$ cat src/rtl/cmd_issue_fifo_pkg.sv
// Shared types and constants for the command issue FIFO.
// Provides the scheduler command encoding, the packed FIFO entry layout
// {cmd, addr, bank}, and the default DRAM timing constants.
package cmd_issue_fifo_pkg;

   localparam int unsigned CMD_BITS       = 4;
   localparam int unsigned ADDR_BITS      = 13;
   localparam int unsigned BA_BITS        = 3;
   localparam int unsigned ISU_FIFO_WIDTH = CMD_BITS + ADDR_BITS + BA_BITS;
   localparam int unsigned TMR_BITS       = 8;

   localparam int unsigned DEF_DEPTH = 8;
   localparam int unsigned DEF_T_RCD = 4;
   localparam int unsigned DEF_T_RP  = 4;
   localparam int unsigned DEF_T_CCD = 2;
   localparam int unsigned DEF_T_RFC = 16;
   localparam int unsigned DEF_T_APR = 8;

   typedef enum logic [CMD_BITS-1:0] {
      ATCMD_NOP       = 4'd0,
      ATCMD_ACTIVE    = 4'd1,
      ATCMD_READ      = 4'd2,
      ATCMD_WRITE     = 4'd3,
      ATCMD_PRECHARGE = 4'd4,
      ATCMD_PREA      = 4'd5,
      ATCMD_RDA       = 4'd6,
      ATCMD_WRA       = 4'd7,
      ATCMD_REFRESH   = 4'd8
   } sch_cmd_t;

   typedef struct packed {
      sch_cmd_t             cmd;
      logic [ADDR_BITS-1:0] addr;
      logic [BA_BITS-1:0]   bank;
   } isu_entry_t;

endpackage

$ cat src/rtl/isu_timing_gate.sv
// Inter-command timing gate for the issue FIFO head.
// Ports: clk/rst_n; head_cmd = command at the FIFO head; issue = head is
// popped this edge; gate_open = head command's timing constraints are met
// (combinational from the counters).
module isu_timing_gate
   import cmd_issue_fifo_pkg::*;
#(
   parameter int unsigned T_RCD = DEF_T_RCD,
   parameter int unsigned T_RP  = DEF_T_RP,
   parameter int unsigned T_CCD = DEF_T_CCD,
   parameter int unsigned T_RFC = DEF_T_RFC,
   parameter int unsigned T_APR = DEF_T_APR
) (
   input  logic     clk,
   input  logic     rst_n,
   input  sch_cmd_t head_cmd,
   input  logic     issue,
   output logic     gate_open
);

   localparam logic [TMR_BITS-1:0] RCD_LD = TMR_BITS'(T_RCD - 1);
   localparam logic [TMR_BITS-1:0] RP_LD  = TMR_BITS'(T_RP - 1);
   localparam logic [TMR_BITS-1:0] CCD_LD = TMR_BITS'(T_CCD - 1);
   localparam logic [TMR_BITS-1:0] RFC_LD = TMR_BITS'(T_RFC - 1);
   localparam logic [TMR_BITS-1:0] APR_LD = TMR_BITS'(T_APR - 1);

   logic [TMR_BITS-1:0] act_wait_q, act_wait_d;
   logic [TMR_BITS-1:0] col_wait_q, col_wait_d;
   logic [TMR_BITS-1:0] any_wait_q, any_wait_d;

   function automatic logic [TMR_BITS-1:0] dec_sat(input logic [TMR_BITS-1:0] v);
      return (v == '0) ? '0 : v - TMR_BITS'(1);
   endfunction

   function automatic logic [TMR_BITS-1:0] max_t(input logic [TMR_BITS-1:0] a,
                                                 input logic [TMR_BITS-1:0] b);
      return (a > b) ? a : b;
   endfunction

   // Countdown every cycle; an issued command raises a counter to its
   // constraint only if that is longer than what is already pending.
   always_comb begin
      act_wait_d = dec_sat(act_wait_q);
      col_wait_d = dec_sat(col_wait_q);
      any_wait_d = dec_sat(any_wait_q);
      if (issue) begin
         case (head_cmd)
            ATCMD_ACTIVE: col_wait_d = max_t(col_wait_d, RCD_LD);
            ATCMD_READ, ATCMD_WRITE: col_wait_d = max_t(col_wait_d, CCD_LD);
            ATCMD_RDA, ATCMD_WRA: begin
               col_wait_d = max_t(col_wait_d, CCD_LD);
               act_wait_d = max_t(act_wait_d, APR_LD);
            end
            ATCMD_PRECHARGE, ATCMD_PREA: act_wait_d = max_t(act_wait_d, RP_LD);
            ATCMD_REFRESH: any_wait_d = max_t(any_wait_d, RFC_LD);
            default: ;
         endcase
      end
   end

   // Per-class gate decode for the head command.
   always_comb begin
      gate_open = 1'b0;
      case (head_cmd)
         ATCMD_ACTIVE, ATCMD_REFRESH:
            gate_open = (act_wait_q == '0) && (any_wait_q == '0);
         ATCMD_READ, ATCMD_WRITE, ATCMD_RDA, ATCMD_WRA:
            gate_open = (col_wait_q == '0) && (any_wait_q == '0);
         ATCMD_PRECHARGE, ATCMD_PREA:
            gate_open = (any_wait_q == '0);
         default: gate_open = 1'b0;
      endcase
   end

   always_ff @(posedge clk or negedge rst_n) begin
      if (!rst_n) begin
         act_wait_q <= '0;
         col_wait_q <= '0;
         any_wait_q <= '0;
      end else begin
         act_wait_q <= act_wait_d;
         col_wait_q <= col_wait_d;
         any_wait_q <= any_wait_d;
      end
   end

endmodule

$ cat src/rtl/cmd_issue_fifo.sv
// In-order command issue FIFO between the scheduler and the DRAM command bus.
// Ports: clk/rst_n; sch_issue/sch_out = scheduler push of {cmd, addr, bank};
// isu_fifo_full/isu_fifo_empty = occupancy flags (combinational from count);
// dram_cmd_valid/dram_cmd/dram_addr/dram_bank = registered command bus,
// NOP whenever the head is absent or still timing-blocked.
module cmd_issue_fifo
   import cmd_issue_fifo_pkg::*;
#(
   parameter int unsigned DEPTH = DEF_DEPTH,
   parameter int unsigned T_RCD = DEF_T_RCD,
   parameter int unsigned T_RP  = DEF_T_RP,
   parameter int unsigned T_CCD = DEF_T_CCD,
   parameter int unsigned T_RFC = DEF_T_RFC,
   parameter int unsigned T_APR = DEF_T_APR
) (
   input  logic                      clk,
   input  logic                      rst_n,
   input  logic                      sch_issue,
   input  logic [ISU_FIFO_WIDTH-1:0] sch_out,
   output logic                      isu_fifo_full,
   output logic                      isu_fifo_empty,
   output logic                      dram_cmd_valid,
   output logic [CMD_BITS-1:0]       dram_cmd,
   output logic [ADDR_BITS-1:0]      dram_addr,
   output logic [BA_BITS-1:0]        dram_bank
);

   localparam int unsigned PTR_BITS = $clog2(DEPTH);
   localparam int unsigned CNT_BITS = PTR_BITS + 1;

   isu_entry_t mem [DEPTH];

   logic [PTR_BITS-1:0]  wr_ptr_q, wr_ptr_d;
   logic [PTR_BITS-1:0]  rd_ptr_q, rd_ptr_d;
   logic [CNT_BITS-1:0]  count_q, count_d;
   logic                 valid_q, valid_d;
   sch_cmd_t             cmd_q, cmd_d;
   logic [ADDR_BITS-1:0] addr_q, addr_d;
   logic [BA_BITS-1:0]   bank_q, bank_d;

   isu_entry_t push_entry;
   isu_entry_t head_entry;
   logic       push;
   logic       pop;
   logic       gate_open;

   assign push_entry = isu_entry_t'(sch_out);
   assign head_entry = mem[rd_ptr_q];

   assign isu_fifo_full  = (count_q == CNT_BITS'(DEPTH));
   assign isu_fifo_empty = (count_q == '0);

   // Full is taken from the current count, so a pop does not make room
   // for a same-cycle push; NOPs are never stored.
   assign push = sch_issue && !isu_fifo_full && (push_entry.cmd != ATCMD_NOP);
   assign pop  = !isu_fifo_empty && gate_open;

   isu_timing_gate #(
      .T_RCD (T_RCD),
      .T_RP  (T_RP),
      .T_CCD (T_CCD),
      .T_RFC (T_RFC),
      .T_APR (T_APR)
   ) u_gate (
      .clk       (clk),
      .rst_n     (rst_n),
      .head_cmd  (head_entry.cmd),
      .issue     (pop),
      .gate_open (gate_open)
   );

   // Pointer, occupancy and command-bus next state.
   always_comb begin
      wr_ptr_d = wr_ptr_q;
      rd_ptr_d = rd_ptr_q;
      count_d  = count_q;
      valid_d  = 1'b0;
      cmd_d    = ATCMD_NOP;
      addr_d   = addr_q;
      bank_d   = bank_q;
      if (push) begin
         wr_ptr_d = wr_ptr_q + PTR_BITS'(1);
      end
      if (pop) begin
         rd_ptr_d = rd_ptr_q + PTR_BITS'(1);
         valid_d  = 1'b1;
         cmd_d    = head_entry.cmd;
         addr_d   = head_entry.addr;
         bank_d   = head_entry.bank;
      end
      case ({push, pop})
         2'b10:   count_d = count_q + CNT_BITS'(1);
         2'b01:   count_d = count_q - CNT_BITS'(1);
         default: count_d = count_q;
      endcase
   end

   always_ff @(posedge clk or negedge rst_n) begin
      if (!rst_n) begin
         wr_ptr_q <= '0;
         rd_ptr_q <= '0;
         count_q  <= '0;
         valid_q  <= 1'b0;
         cmd_q    <= ATCMD_NOP;
         addr_q   <= '0;
         bank_q   <= '0;
      end else begin
         wr_ptr_q <= wr_ptr_d;
         rd_ptr_q <= rd_ptr_d;
         count_q  <= count_d;
         valid_q  <= valid_d;
         cmd_q    <= cmd_d;
         addr_q   <= addr_d;
         bank_q   <= bank_d;
      end
   end

   // Storage needs no reset: only entries between the pointers are ever read.
   always_ff @(posedge clk) begin
      if (push) begin
         mem[wr_ptr_q] <= push_entry;
      end
   end

   assign dram_cmd_valid = valid_q;
   assign dram_cmd       = cmd_q;
   assign dram_addr      = addr_q;
   assign dram_bank      = bank_q;

endmodule
$ cat config.mk
export PLATFORM = sky130hd
export DESIGN_NAME = cmd_issue_fifo
export DESIGN_NICKNAME = d
export VERILOG_FILES = /design/src/rtl/cmd_issue_fifo_pkg.sv /design/src/rtl/isu_timing_gate.sv /design/src/rtl/cmd_issue_fifo.sv
export SDC_FILE = /design/constraint.sdc
export NUM_CORES = 1
export LEC_CHECK = 0
export CAP_MARGIN = 20
export CORE_MARGIN = 2
export CORE_UTILIZATION = 60
export CTS_CLUSTER_SIZE = 28
export DETAILED_ROUTE_END_ITERATION = 6
export GPL_TIMING_DRIVEN = 0
export PLACE_DENSITY_LB_ADDON = 0.3
export SLEW_MARGIN = 10
export SYNTH_ARGS = -nofsm -noshare
export SYNTH_HDL_FRONTEND = slang
export SYNTH_SLANG_ARGS = --single-unit
$ cat constraint.sdc
create_clock -name clk -period 4.8 [get_ports clk]
set_input_delay 0.48 -clock clk [delete_from_list [all_inputs] [get_ports clk]]
set_output_delay 0.48 -clock clk [all_outputs]
set_load 0.1 [all_outputs]
After elaboration in Yosys (flattened, before gate mapping)
Memories as Yosys holds them, arrays and structs flattened.
Index checks and enable logic that the tools add are counted.
{"block": "classes", "addsub": 7, "n_lt_le_gt_ge": 5, "eq_ne": 11, "muxes": 20, "reduce_logical": 17}
{"op": "$mux 8", "n": 12}
{"op": "$pmux 8 s2", "n": 2}
{"op": "$logic_not 8->1", "n": 3}
{"op": "$sub 8x1->8 const B", "n": 3}
{"op": "$eq 4x3->1 const B", "n": 4}
{"op": "$gt 8x2->1 const B", "n": 2}
{"op": "$eq 4x2->1 const B", "n": 2}
{"op": "$eq 4x4->1 const B", "n": 2}
{"op": "$gt 8x1->1 const B", "n": 1}
{"op": "$gt 8x3->1 const B", "n": 1}
{"op": "$gt 8x4->1 const B", "n": 1}
{"op": "$pmux 4 s2", "n": 1}
{"op": "$add 3x1->3 const B", "n": 2}
{"op": "$reduce_or 2->1", "n": 3}
{"op": "$logic_and 1x1->1", "n": 5}
{"op": "$add 4x1->4 const B", "n": 1}
{"op": "$eq 4x1->1 const B", "n": 1}
{"op": "$logic_not 4->1", "n": 1}
{"op": "$mux 4", "n": 1}
{"op": "$reduce_bool 4->1", "n": 1}
{"op": "$reduce_or 4->1", "n": 1}
{"op": "$sub 4x1->4 const B", "n": 1}
{"op": "$mux 1", "n": 3}
{"op": "$pmux 1 s3", "n": 1}
{"op": "other kinds (4)", "n": 5}
{"block": "totals", "register_bits": 55, "mem_bits_rw": 160, "inputBits": 23, "out_inout_bits": 23, "word_cells": 71, "n_memories": 1}
{"name": "mem", "depth": 8, "width": 20, "read_ports": 1, "rd_ports_with_merged_regs": 0, "wr": 1, "line": "cmd_issue_fifo.sv:31", "text": "isu_entry_t mem [DEPTH];"}

Longest topological paths before layout
Gate-level depths: netlist of run 1.
An unclocked memory read counts as a cell.
{"block": "logic_depth", "ltp_word": 7, "mapped_depth": 17, "ltp_nobuf": 15}

Modules after synthesis
Synthesis of run 1 repeated with hierarchy kept, for this count alone.
{"block": "unflattened", "cells_unflattened": 595, "hier_area_um2": 9090.0}
{"mod": "cmd_issue_fifo", "n_inst": 1, "cells_each": 412, "area_each_um2": 7470.9, "seq_area_each_um2": 5580.4}
{"mod": "isu_timing_gate", "n_inst": 1, "cells_each": 183, "area_each_um2": 1619.1, "seq_area_each_um2": 600.6}

Worst setup path after synthesis of run 1
OpenSTA, ideal clock, no wires.
{"block": "synth_path", "kind": "register to register", "from": "reg count_q[1]", "to": "reg count_q[2]", "setup_ns": 0.126, "arrival_time_ns": 5.487, "required_time_ns": 4.674, "slack_ns": -0.813, "stages_incl_launch_ff": 12, "n_path_buf": 1, "period_less_slack_ns": 5.613, "path_cell_list": "dfrtp_1 > clkbuf_1 > nor4b_1 > nor2_1 > inv_1 > ha_1 > xor2_1 > ha_1 > a21oi_1 > xor2_1 > nor2_1 > xor2_1"}
{"block": "synth_via", "elab_chain_cells": 6, "elab_cells_between_ends": 13, "classes_between": "add/sub (2); eq/ne (3); mux (1); reduce/logical (7)"}
{"element": "from (decl)", "line": "cmd_issue_fifo.sv:35", "text": "logic [CNT_BITS-1:0] count_q, count_d;"}
{"element": "from (signal assigned)", "line": "cmd_issue_fifo.sv:110", "text": "count_q <= count_d;"}
{"element": "$eq 4x4->1 (*)", "line": "cmd_issue_fifo.sv:50", "text": "assign isu_fifo_full = (count_q == CNT_BITS'(DEPTH));"}
{"element": "named net isu_fifo_full", "line": "cmd_issue_fifo.sv:20", "text": "output logic isu_fifo_full,"}
{"element": "$logic_not 1->1 (*)", "line": "cmd_issue_fifo.sv:55", "text": "assign push = sch_issue && !isu_fifo_full && (push_entry.cmd != ATCMD_NOP);"}
{"element": "$logic_and 1x1->1 (*) (2 in a row)", "line": "cmd_issue_fifo.sv:55"}
{"element": "$eq 2x1->1 or $eq 2x2->1 (tied branches)", "line": "cmd_issue_fifo.sv:91", "text": "case ({push, pop})"}
{"element": "$pmux 4 s2 or $reduce_bool 2->1 (tied branches)"}
Mark *: on every way through the listed nets, which the timed path passes. The rest lies on a longest branch.
A chain may end at the register's enable or synchronous reset.

Worst setup path in the final report of run 1
{"block": "layout_path", "from": "reg u_gate.act_wait_q[0]", "to": "reg count_q[2]"}
{"block": "layout_via", "elab_chain_cells": 6, "elab_cells_between_ends": 8, "classes_between": "eq/ne (2); mux (2); reduce/logical (4)"}
{"element": "from (decl)", "line": "isu_timing_gate.sv:27", "text": "logic [TMR_BITS-1:0] act_wait_q, act_wait_d;"}
{"element": "from (signal assigned)", "line": "isu_timing_gate.sv:81", "text": "act_wait_q <= act_wait_d;"}
{"element": "$logic_not 8->1 (*)", "line": "isu_timing_gate.sv:66", "text": "gate_open = (act_wait_q == '0) && (any_wait_q == '0);"}
{"element": "$logic_and 1x1->1 (*)", "line": "isu_timing_gate.sv:66"}
{"element": "$pmux 1 s3 (*)", "line": "isu_timing_gate.sv:64", "text": "case (head_cmd)"}
{"element": "$logic_and 1x1->1 (*)", "line": "cmd_issue_fifo.sv:56", "text": "assign pop = !isu_fifo_empty && gate_open;"}
{"element": "named net pop", "line": "cmd_issue_fifo.sv:44", "text": "logic pop;"}
{"element": "$eq 2x1->1 or $eq 2x2->1 (tied branches)", "line": "cmd_issue_fifo.sv:91"}
{"element": "$pmux 4 s2 or $reduce_bool 2->1 (tied branches)"}
Marked as above.

==> results of run 1 <==
flip-flops by register name, indices dropped and copies added, names as in the netlist, 4 cells and up:
signal             count
mem                  160
dram_addr             13
u_gate.act_wait_q      8
u_gate.any_wait_q      8
u_gate.col_wait_q      8
count_q                4
dram_cmd               4
power by group through the flow:
stage / registers, W / logic, W / clock network (W)
floorplan: 0.00299 / 0.00123 / 0
global placement: 0.00264 / 0.00202 / 0
detailed placement: 0.00265 / 0.00214 / 0
CTS: 0.00262 / 0.00216 / 0.00172
global route: 0.00267 / 0.00231 / 0.00179
finish: 0.00262 / 0.00215 / 0.00170
cells in the final DEF, fill, tap and decap left out, types with 10 or more instances in the layout:
master           netlist  routed
buf_6                  3      10
mux4_2                40      40
nand2_1               15      15
clkbuf_1               9      15
edfxtp_1             160     160
clkbuf_16              0      22
inv_1                 13      13
clkdlybuf4s50_1        0      44
dfrtp_1               55      55
nor2_1                24      22
mux2_2                21      21
through the flow:
| stage | hold slack (ps) | setup TNS [ps] | instances | setup WS, ps | power [W] |
|---|---|---|---|---|---|
| 2_1_floorplan | 184.4 | 0 | 487 | 597.5 | 0.004220 |
| 3_3_place_gp | 465.1 | -28880 | 716 | -390.2 | 0.004659 |
| 3_5_place_dp | 469.8 | 0 | 728 | 659.0 | 0.004791 |
| 4_1_cts | 80.60 | 0 | 768 | 602.7 | 0.006505 |
| 5_1_grt | 110.1 | 0 | 769 | 217.6 | 0.006764 |
| 6_report | 54.84 | 0 | 769 | 586.0 | 0.006472 |
cell usage after synthesis (all sizes together), types with 7 or more instances:
cell type | n | area [sq um]
buf | 8 | 55.05
mux4 | 40 | 900.9
a21oi | 9 | 45.04
clkbuf | 9 | 33.78
nor3 | 9 | 50.05
or3 | 7 | 43.79
mux2 | 38 | 458.0
o21ai | 12 | 60.06
ha | 8 | 100.1
xor2 | 9 | 78.83
nor2 | 24 | 90.09
edfxtp | 160 | 4805
dfrtp | 55 | 1376
nand2 | 15 | 56.30
xnor2 | 8 | 70.07
inv | 14 | 55.06
worst max-delay path, stage by stage (launching register included):
cell and delay [ps]:
dfrtp_1 420, inv_1 70, ha_1 230, nor3b_1 610, and3_1 260, clkbuf_1 350
nand4_1 160, o31ai_1 140, o221ai_4 240, inv_4 260, buf_6 250, ha_1 290
xor2_1 100, ha_1 190, a21oi_1 140, xor2_1 150, nor2_1 60, xor2_1 140
per-layer routing:
layer / up-vias / part of all wire / GRT usage
li1: 2082 / - / -
met1: 2407 / 0.40 / 0.3219
met2: 132 / 0.51 / 0.3824
met3: 27 / 0.067 / 0.03594
met4: 0 / 0.017 / 0.04902
met5: - / 0 / 0
cells by family after synthesis:
| group | after synthesis |
|---|---|
| compound gates | 45 |
| xor+xnor | 17 |
| fa+ha+maj | 8 |
| buf+inv | 31 |
| flops | 215 |
| mux | 83 |
| simple gates | 88 |
area by class of cell:
cell class | count | area, sq um | share of cell area
tap | 184 | 230.2 | 0.02215
multi-input combinational | 241 | 2537 | 0.2442
clock inverter | 12 | 147.6 | 0.01421
buffer | 17 | 88.84 | 0.008548
timing repair buffer | 58 | 579.3 | 0.05574
clock buffer | 28 | 573.1 | 0.05514
inverter | 14 | 55.05 | 0.005297
sequential | 215 | 6181 | 0.5947
worst min-delay path by stage:
| stage | cells past startpoint | to | slack, ps | startpoint |
|---|---|---|---|---|
| 4_1_cts | 1 | dram_addr[1]$_DFFE_PN0N_ | 80 | rst_n |
| 5_1_grt | 1 | dram_bank[2]$_DFFE_PN0N_ | 110 | rst_n |
| 3_5_place_dp | 1 | u_gate.col_wait_q[0]$_DFF_PN0_ | 470 | u_gate.col_wait_q[0]$_DFF_PN0_ |
| 3_3_place_gp | 1 | u_gate.col_wait_q[0]$_DFF_PN0_ | 470 | u_gate.col_wait_q[0]$_DFF_PN0_ |
| 6_report | 1 | dram_addr[2]$_DFFE_PN0N_ | 50 | rst_n |
| 2_1_floorplan | 0 | count_q[0]$_DFFE_PN0P_ | 180 | rst_n |
==> summary.md, run 1 <==
| Metric | Value |
|---|---|
| Ys Warns | 0 |
| Post-Synth Adder-Cell Area | 0.01137 |
| CP Max Fanout | 12 |
| Sequential share of the synthesized area | 0.7020 |
| Vias in the first global route | around 5,000 |
| Pin count of the biggest net entering global routing | between 50 and 60 |
| CP Data Required Time | approximately 5200 ps |
| Die H | 125.1 um |
| GRT Util Overall | 0.2270 |
| Layout cell share with drive strength beyond 1 | 0.2376 |
| Dpl hpwl | about 11,000 um |
| Initial drt markers | 420 |
| Setup bufs post-CTS | 0 |
| Predominant post-synthesis flop cell | edfxtp_1 |
| Largest family of logic cells by synthesized area | multiplexers |
| Die area | approximately 16,000 sq um |
| Die span in x | about 130 um |
| Layout Utilization | 0.7205 |
| Final setup viols | 0 |
| Buffers added on ports | 45 |
| DRC viols | 0 |
| Min Tclk post-route | between 4000 and 5000 ps |
| Post-synthesis mux area share | 0.1633 |
| CTS max path bufs | 3 |
| Max-slew headroom | 0.3467 |
| Clk_lat worst skew | 510 ps |
| Switching part of the total | 0.3377 |
| Area growth syn-to-layout | 18.03% |
| Post-synth cell types | 58 |
| Max_cap viols | 0 |
| Synth Area in XOR/XNOR | 0.01691 |
| Cells after Synth | about 490 |
| Cell Rows | 44 |
| Antenna cells | 0 |
| CP Class | register to register |
| Synth Area in Simple Gates | 0.05414 |
| Actual slew at the worst max-slew pin | 976.9 ps |
| Status | finished clean |
| I/O pin cnt | 46 |
| DRT Pass-1 Iters | 4 |
| Sw Pwr | between 0.002 and 0.0025 W |
| Num CTS Buffers | 22 |
| Starting Density | 0.6104 |
| Clock transition at path regs | ~60 ps |
| Clock sink count | 215 |
| Overall routed net length | ~17,000 um |
| Vias | between 4,000 and 5,000 |
| Setup crit end kind | register |
| #FFs+latches synth | around 220 |
| Final Hold Viols | 0 |
| ANT nets after route | 0 |
| Power Dens Cells | between 600 and 700 nW/um^2 |
| Hold Path Class | primary input to async pin |
| Vias per std cell | around 6 |
| R2R Path End | count_q[2]$_DFFE_PN0P_ |
| Synth Area in Compound Gates | 0.03595 |
| Pint | roughly 0.0043 W |
| Syn Std Cell Area | a little under 9000 sq um |
| Cell depth of the worst flop-to-flop path | 17 |
| Placer Congestion | ~0.79 |
| RSZ-0062 raised after global routing | no |
| End of the critical path | count_q[2]$_DFFE_PN0P_ |
| Clk_skew | 14.23 ps |
| First-pass GRT wire length | 27,420 um |
| CTS tree | yes |
| Synthesized area per cell | ~18 sq um |
| CTS Hold Bufs | 0 |
| Core footprint | between 10,000 and 15,000 sq um |
| Placed cell area | 9657 sq um |
| Grt total ovfl | 0 |
| H-tree levels | 1 |
| Critical Path Start | u_gate.act_wait_q[0]$_DFF_PN0_ |
| Post-synth ARST share | 0.2558 |
| Wire length per cell | ~22 um |
| Final worst path period share | 0.8779 |
| Critical Path Start Type | register |
| Worst reg2reg path startpoint | u_gate.act_wait_q[0]$_DFF_PN0_ |
| EDFF count, synth | between 150 and 200 |
| Power share of the clock group | 0.262 |
| Fmax | ~240 MHz |
| Root Buffer | clkbuf_16 |
| Fraction of power consumed by combinational cells | 0.333 |
| Final Max Slew Viols | 0 |
| Initial antenna violation count | 0 |
| CP arrival | 4590 ps |
| Leak Pwr | 3.644 nW |
| Finished Cell Area | 10,390 sq um |
| Layout net count | 600 |
| Reg2reg setup slack | 590 ps |
| Synthesized Nets | 518 |
| Layout fillers | 900 |
| Resize count post-CTS | 0 |
| Register share of total power | 0.405 |
| Peak VDD IR | ~0.61 mV |
(Power assumes the default switching activity.)
==> run 2: changes to the inputs <==
--- a/config.mk
+++ b/config.mk
@@ -12,6 +12,7 @@
 export DETAILED_ROUTE_END_ITERATION = 6
 export GPL_TIMING_DRIVEN = 0
 export PLACE_DENSITY_LB_ADDON = 0.3
+export REMOVE_ABC_BUFFERS = 1
 export SLEW_MARGIN = 10
 export SYNTH_ARGS = -nofsm -noshare
 export SYNTH_HDL_FRONTEND = slang
==> run 2 against run 1 <==
  * Critical path depth fell by 3
  * Cell count is 2.1% lower
  * Setup slack improved by 180 ps
  * Clock power is 2% higher
  * Register-to-register slack improved by 180 ps
  * Clock skew is essentially flat
  * Fmax up 4.4%
  * Largest cell class unchanged
==> summary.md, run 2 (synthesis results as in run 1) <==
| Metric | Value |
|---|---|
| Initial drt markers | slightly below 300 |
| CTS tree | yes |
| Top delay family on crit path | multiplexers |
| Root Buffer | clkbuf_16 |
| Peak VDD IR | about 0.45 mV |
| CP Class | register to register |
| Max reg flops | 160 |
| Area growth syn-to-layout | 17.63% |
| Critical Path Start Type | register |
| Final worst path period share | 0.8412 |
| Max_cap viols | 0 |
| CP arrival | around 4400 ps |
| Setup bufs post-CTS | 0 |
| Buffers added on ports | between 40 and 50 |
| Pin count of the biggest net entering global routing | 56 |
| Slowest CP cell | mux4_2 |
| Power share of the clock group | 0.270 |
| Initial antenna violation count | 0 |
| Power Dens Cells | roughly 620 nW/um^2 |
| Leak Pwr | 3.627 nW |
| DP Worst Slack | around 740 ps |
| Grt total ovfl | 0 |
| End of the critical path | count_q[2]$_DFFE_PN0P_ |
| CTS max path bufs | 3 |
| Cell Rows | 44 |
| CTS Hold Bufs | 0 |
| H-tree levels | 1 |
| Vias in the first global route | about 4,700 |
| Setup crit end kind | register |
| Actual slew at the worst max-slew pin | 979.1 ps |
| Max incr delay on CP | ~580 ps |
| Num CTS Buffers | 22 |
| Fraction of power consumed by combinational cells | 0.314 |
| Final Max Slew Viols | 0 |
| Die span in x | 125.1 um |
| Final setup viols | 0 |
| CP Depth | 14 |
| Reg2reg setup slack | 760 ps |
| First-pass GRT wire length | approximately 26,000 um |
| Min Tclk post-route | between 4000 and 5000 ps |
| Register share of total power | 0.416 |
| Wire length per cell | roughly 21 um |
| Cell depth of the worst flop-to-flop path | 14 |
| CP Max Fanout | 36 |
| DRT Pass-1 Iters | 5 |
| GRT Util Overall | 0.2105 |
| Clock transition at path regs | roughly 60 ps |
| Layout fillers | between 800 and 900 |
| Pint | about 0.0043 W |
| Critical Path Start | rd_ptr_q[0]$_DFFE_PN0N_ |
| Vias | 4,499 |
| CP Cell Sequence | buf_16, mux4_2, mux2i_4, nand2b_1, a21oi_1, o221ai_4, inv_4, ha_1, xor2_1, ha_1, a21oi_1, xor2_1, nor2_1, xor2_1 |
| Dpl hpwl | between 9000 and 10,000 um |
| Vias per std cell | roughly 6 |
| Most common cell after layout, fill and taps aside | edfxtp_1 |
| Worst reg2reg path startpoint | rd_ptr_q[0]$_DFFE_PN0N_ |
| Die H | 125.1 um |
| Antenna cells | 0 |
| Layout cell share with drive strength beyond 1 | 0.2460 |
| Leading cell types in the layout, fill and taps excluded | edfxtp_1 (160), dfrtp_1 (52), clkdlybuf4s50_1 (44), mux4_2 (40) |
| Layout net count | around 600 |
| Max-slew headroom | 0.3452 |
| CP Data Required Time | a little over 5000 ps |
| Sw Pwr | about 0.0021 W |
| Switching part of the total | 0.3305 |
| Placer Congestion | about 0.75 |
| I/O pin cnt | 46 |
| Starting Density | 0.6104 |
| Largest Register | mem |
| Hold Path Class | primary input to async pin |
| Overall routed net length | ~16,000 um |
| Status | finished clean |
| DRC viols | 0 |
| Clk_skew | 13.83 ps |
| Core footprint | about 14,000 sq um |
| R2R Path End | count_q[2]$_DFFE_PN0P_ |
| Final Hold Viols | 0 |
| CP Buf/Inv Count | 2 |
| Resize count post-CTS | 0 |
| Crit path top cell by count | xor2_1 |
| ANT nets after route | 0 |
| Fmax | roughly 250 MHz |
| Clk_lat worst skew | 500 ps |
| Clock sink count | between 200 and 250 |
| RSZ-0062 raised after global routing | no |
| Layout Utilization | 0.7181 |
| Die area | around 16,000 sq um |
| Fin worst setup slack | about 760 ps |
-- run 2: cell types whose count changed in the layout (fill, tap and decap cells not counted), moves of 2 or more --
cell	change
clkbuf_8	+4
clkbuf_1	-15
clkinv_1	+2
buf_4	+4
buf_6	-7
dfrtp_1	-3
buf_1	-3
buf_2	-2
dfrtp_2	+2
-- run 2: routing by layer --
layer  share of wire  wire length [um]  track usage
met2            0.52              8147       0.3603
met5               0                 0            0
met4           0.018               279      0.05294
met1            0.41              6549       0.2899
met3           0.052               816      0.03252
-- run 2: per-stage QoR --
| step | area (sq um) | hold WS [ps] | power (W) | TNS [ps] | std cells |
|---|---|---|---|---|---|
| final | 10360 | 60.41 | 0.006455 | 0 | 753 |
| after global routing | 10360 | 113.8 | 0.006758 | 0 | 753 |
| after CTS | 10360 | 73.13 | 0.006516 | 0 | 753 |
| after detailed placement | 9594 | 472.9 | 0.004755 | 0 | 713 |
| after global placement | 9397 | 463.3 | 0.004614 | -28580 | 699 |
| after floorplan | 8716 | 184.4 | 0.004184 | -33650 | 470 |
-- run 2: cell type report --
cell class                      instances  area [sq um]  share of cell area
Sequential cell                       215          6187              0.5974
Tap cell                              184         230.2             0.02223
Clock buffer                           26         605.6             0.05847
Multi-Input combinational cell        241          2525              0.2438
Timing Repair Buffer                   59         596.8             0.05762
Clock inverter                         14         157.7             0.01522
Inverter                               14         55.05            0.005315
-- run 2: worst min-delay path by stage --
stage                                    from                              to  slack (ps)  cells after the start
3_5_place_dp   u_gate.col_wait_q[0]$_DFF_PN0_  u_gate.col_wait_q[0]$_DFF_PN0_         470                      1
6_report                                rst_n        dram_cmd_valid$_DFF_PN0_          60                      1
3_3_place_gp   u_gate.col_wait_q[0]$_DFF_PN0_  u_gate.col_wait_q[0]$_DFF_PN0_         460                      1
5_1_grt                                 rst_n       dram_addr[12]$_DFFE_PN0N_         110                      1
2_1_floorplan                           rst_n          count_q[0]$_DFFE_PN0P_         180                      0
4_1_cts                                 rst_n       dram_addr[12]$_DFFE_PN0N_          70                      1
-- run 2: worst register-to-register path: stages (launching register included) --
cell and delay [ps]:
dfrtp_4 520, buf_16 300, mux4_2 590, mux2i_4 350, nand2b_1 200, a21oi_1 110, o221ai_4 370, inv_4 270
ha_1 330, xor2_1 180, ha_1 190, a21oi_1 140, xor2_1 160, nor2_1 70, xor2_1 140
-- run 2: power by group through the flow --
stage / combinational, W / sequential [W] / clock (W)
after floorplan: 0.00108 / 0.00310 / 0
after global placement: 0.00181 / 0.00281 / 0
after detailed placement: 0.00204 / 0.00272 / 0
after CTS: 0.00205 / 0.00269 / 0.00177
after global routing: 0.00218 / 0.00274 / 0.00184
final: 0.00203 / 0.00269 / 0.00174
==> run 3: changes to the inputs <==
--- a/config.mk
+++ b/config.mk
@@ -7,7 +7,7 @@
 export LEC_CHECK = 0
 export CAP_MARGIN = 20
 export CORE_MARGIN = 2
-export CORE_UTILIZATION = 60
+export CORE_UTILIZATION = 54
 export CTS_CLUSTER_SIZE = 28
 export DETAILED_ROUTE_END_ITERATION = 6
 export GPL_TIMING_DRIVEN = 0
==> constraint.sdc (replaced) <==
create_clock -name clk -period 3.42 [get_ports clk]
set_input_delay 0.342 -clock clk [delete_from_list [all_inputs] [get_ports clk]]
set_output_delay 0.342 -clock clk [all_outputs]
set_load 0.1 [all_outputs]
==> run 3 against run 2 <==
  * First-iteration DRC count fell by 2.7%
  * Setup slack worse by 660 ps
  * Critical endpoint unchanged
  * Cell area is 2.7% higher
  * Via count increased by 4.7%
  * Cell count increased by 7.4%
  * Clock skew decreased by 4.7 ps
  * Non-clock buffer count up 22
  * Critical path type unchanged
  * Sequential share of layout area fell by 1.5 points
==> summary.md, run 3 (synthesis results as in run 1) <==
| Metric | Value |
|---|---|
| Status | finished clean |
| Starting Density | 0.5543 |
| Root Buffer | clkbuf_16 |
| Layout net count | between 600 and 700 |
| Footprint of the multi-input gates | roughly 2600 sq um |
| CP Buf/Inv Count | 3 |
| Initial antenna violation count | 0 |
| DRT Pass-1 Iters | 5 |
| Initial drt markers | between 200 and 300 |
| Top routing layer in use | met4 |
| Buffers added on ports | 45 |
| Max_cap viols | 0 |
| Metal3 WL | 968 um |
| Actual slew at the worst max-slew pin | approximately 980 ps |
| Sequential cell area | between 6000 and 7000 sq um |
| Overall routed net length | 17,610 um |
| Leading cell types in the layout, fill and taps excluded | edfxtp_1 (160), dfrtp_1 (52), clkdlybuf4s50_1 (44), mux4_2 (40), buf_4 (24) |
| CTS tree | yes |
| CP Cell Sequence | buf_16, buf_12, mux4_2, mux2i_4, nand2b_1, a21oi_2, o221ai_4, inv_8, ha_2, xor2_1, ha_1, a21oi_1, xor2_1, nor2_1, xor2_1 |
| Fin worst setup slack | 102.4 ps |
| Vias in the first global route | between 4,000 and 5,000 |
| Slowest CP cell | dfrtp_4 |
| Max incr delay on CP | ~530 ps |
| Area growth syn-to-layout | 20.86% |
| PnR Total Power | 0.009236 W |
| Final setup viols | 0 |
| Top delay family on crit path | multiplexers |
| CP Data Required Time | 3800 ps |
| Finished Cell Area | approximately 11,000 sq um |
| Peak VDD IR | 0.6132 mV |
| Placer Congestion | approximately 0.8 |
| Fmax | between 300 and 400 MHz |
| Pin count of the biggest net entering global routing | 56 |
| Fraction of power consumed by combinational cells | 0.341 |
| Crit path top cell by count | xor2_1 |
| CTS max path bufs | 3 |
| Final worst path period share | 0.9701 |
| Leak Pwr | approximately 3.8 nW |
| Die area | 17,340 sq um |
| ANT nets after route | 0 |
| Clock transition at path regs | 60 ps |
| Layout fillers | between 1,000 and 1,500 |
| Vias | 4,711 |
| Final Hold Viols | 0 |
| Clock sink count | between 200 and 250 |
| CP Depth | 15 |
| GRT Util Overall | 0.2082 |
| Cell Rows | 46 |
| Power share of the clock group | 0.253 |
| Layout cell share with drive strength beyond 1 | 0.2816 |
| Wire length per cell | 21.77 um |
| Max-slew headroom | 0.3475 |
| Grt total ovfl | 0 |
| CP Class | register to register |
| Most common cell after layout, fill and taps aside | edfxtp_1 |
| Register share of total power | 0.406 |
| Met1 wire length | a little over 7000 um |
| Hold Path Class | primary input to async pin |
| DRC viols | 0 |
| Die H | between 100 and 150 um |
| Sw Pwr | between 0.003 and 0.004 W |
| Antenna cells | 0 |
| Clk_skew | approximately 9.2 ps |
| Setup crit end kind | register |
| Hold WS | 471.2 ps |
| Critical Path Start Type | register |
| Clk_lat worst skew | 500 ps |
| Power Dens Cells | between 800 and 900 nW/um^2 |
| CP Max Fanout | 7 |
| Min Tclk post-route | 3318 ps |
| Final Max Slew Viols | 0 |
| Cell depth of the worst flop-to-flop path | 15 |
| Num CTS Buffers | 23 |
| DP Worst Slack | -612.9 ps |
| Max reg flops | between 150 and 200 |
| Vias per std cell | 5.823 |
| CP arrival | ~3700 ps |
| Switching part of the total | 0.3356 |
| Die span in x | about 130 um |
| Core footprint | 15,890 sq um |
| I/O pin cnt | 46 |
| Placed cell area | ~9600 sq um |
| Dpl hpwl | roughly 10,000 um |
| Largest Register | mem |
| First-pass GRT wire length | around 28,000 um |
| H-tree levels | 1 |
| Pint | about 0.0061 W |
| Met2 routed WL | just over 9000 um |
## run 3: cell count changes in the layout (fill, tap and decap cells not counted), sizes merged
| cell | previous run | this run |
|---|---|---|
| clkinvlp | 2 | 0 |
| clkinv | 9 | 13 |
| bufinv | 3 | 2 |
| buf | 15 | 35 |
| dlygate4sd3 | 0 | 1 |
| inv | 14 | 16 |
| bufbuf | 0 | 1 |
| clkbuf | 26 | 25 |
## run 3: timing repair
item                                   CTS  global route
cloned                                   2             0
buffers inserted                        15             5
endpoints found under the hold margin   55             0
setup endpoints to repair                3             1
hold buffers                             1             0
gates resized for setup                  9             5
pin swaps                                2             1
## run 3: area by class of cell
cell class	count	area share
well taps	216	0.02540
clock buffers	25	0.05479
multi-input cells	241	0.2416
clock inverters	16	0.01211
inverters	14	0.005644
repair inverters	1	0.0005879
repair buffers	81	0.07795
flip-flops and latches	215	0.5819
## run 3: worst paths after layout
| kind | start | to | slack (ps) |
|---|---|---|---|
| max | rd_ptr_q[0]$_DFFE_PN0N_ | count_q[2]$_DFFE_PN0P_ | 100 |
| min | rst_n | dram_addr[3]$_DFFE_PN0N_ | 470 |
| max reg2reg | rd_ptr_q[0]$_DFFE_PN0N_ | count_q[2]$_DFFE_PN0P_ | 100 |
| min reg2reg | dram_addr[2]$_DFFE_PN0N_ | dram_addr[2]$_DFFE_PN0N_ | 480 |
| max in group asynchronous | rst_n | rd_ptr_q[2]$_DFFE_PN0N_ | 2360 |
| min in group clk | dram_addr[2]$_DFFE_PN0N_ | dram_addr[2]$_DFFE_PN0N_ | 480 |
## run 3: layer usage
metal | track usage | vias to the layer above
met2 | 0.3569 | 137
met3 | 0.03858 | 29
met5 | 0 | -
met1 | 0.2752 | 2441
li1 | - | 2104
met4 | 0.05918 | 0
## run 3: power groups by stage
stage / clock network (W) / registers (W) / logic, W
3_5_place_dp: 0 / 0.00381 / 0.00288
6_report: 0.00233 / 0.00375 / 0.00315
3_3_place_gp: 0 / 0.00394 / 0.00256
5_1_grt: 0.00249 / 0.00381 / 0.00337
4_1_cts: 0.00238 / 0.00375 / 0.00311
2_1_floorplan: 0 / 0.00436 / 0.00152
## run 3: stage by stage
stage / TNS [ps] / util / std cells
after floorplan: -294890 / - / 470
after global placement: -230280 / 0.5940 / 731
after detailed placement: -1500 / 0.6074 / 745
after CTS: 0 / 0.6660 / 804
after global routing: -0.2136 / 0.6699 / 809
final: 0 / 0.6699 / 809
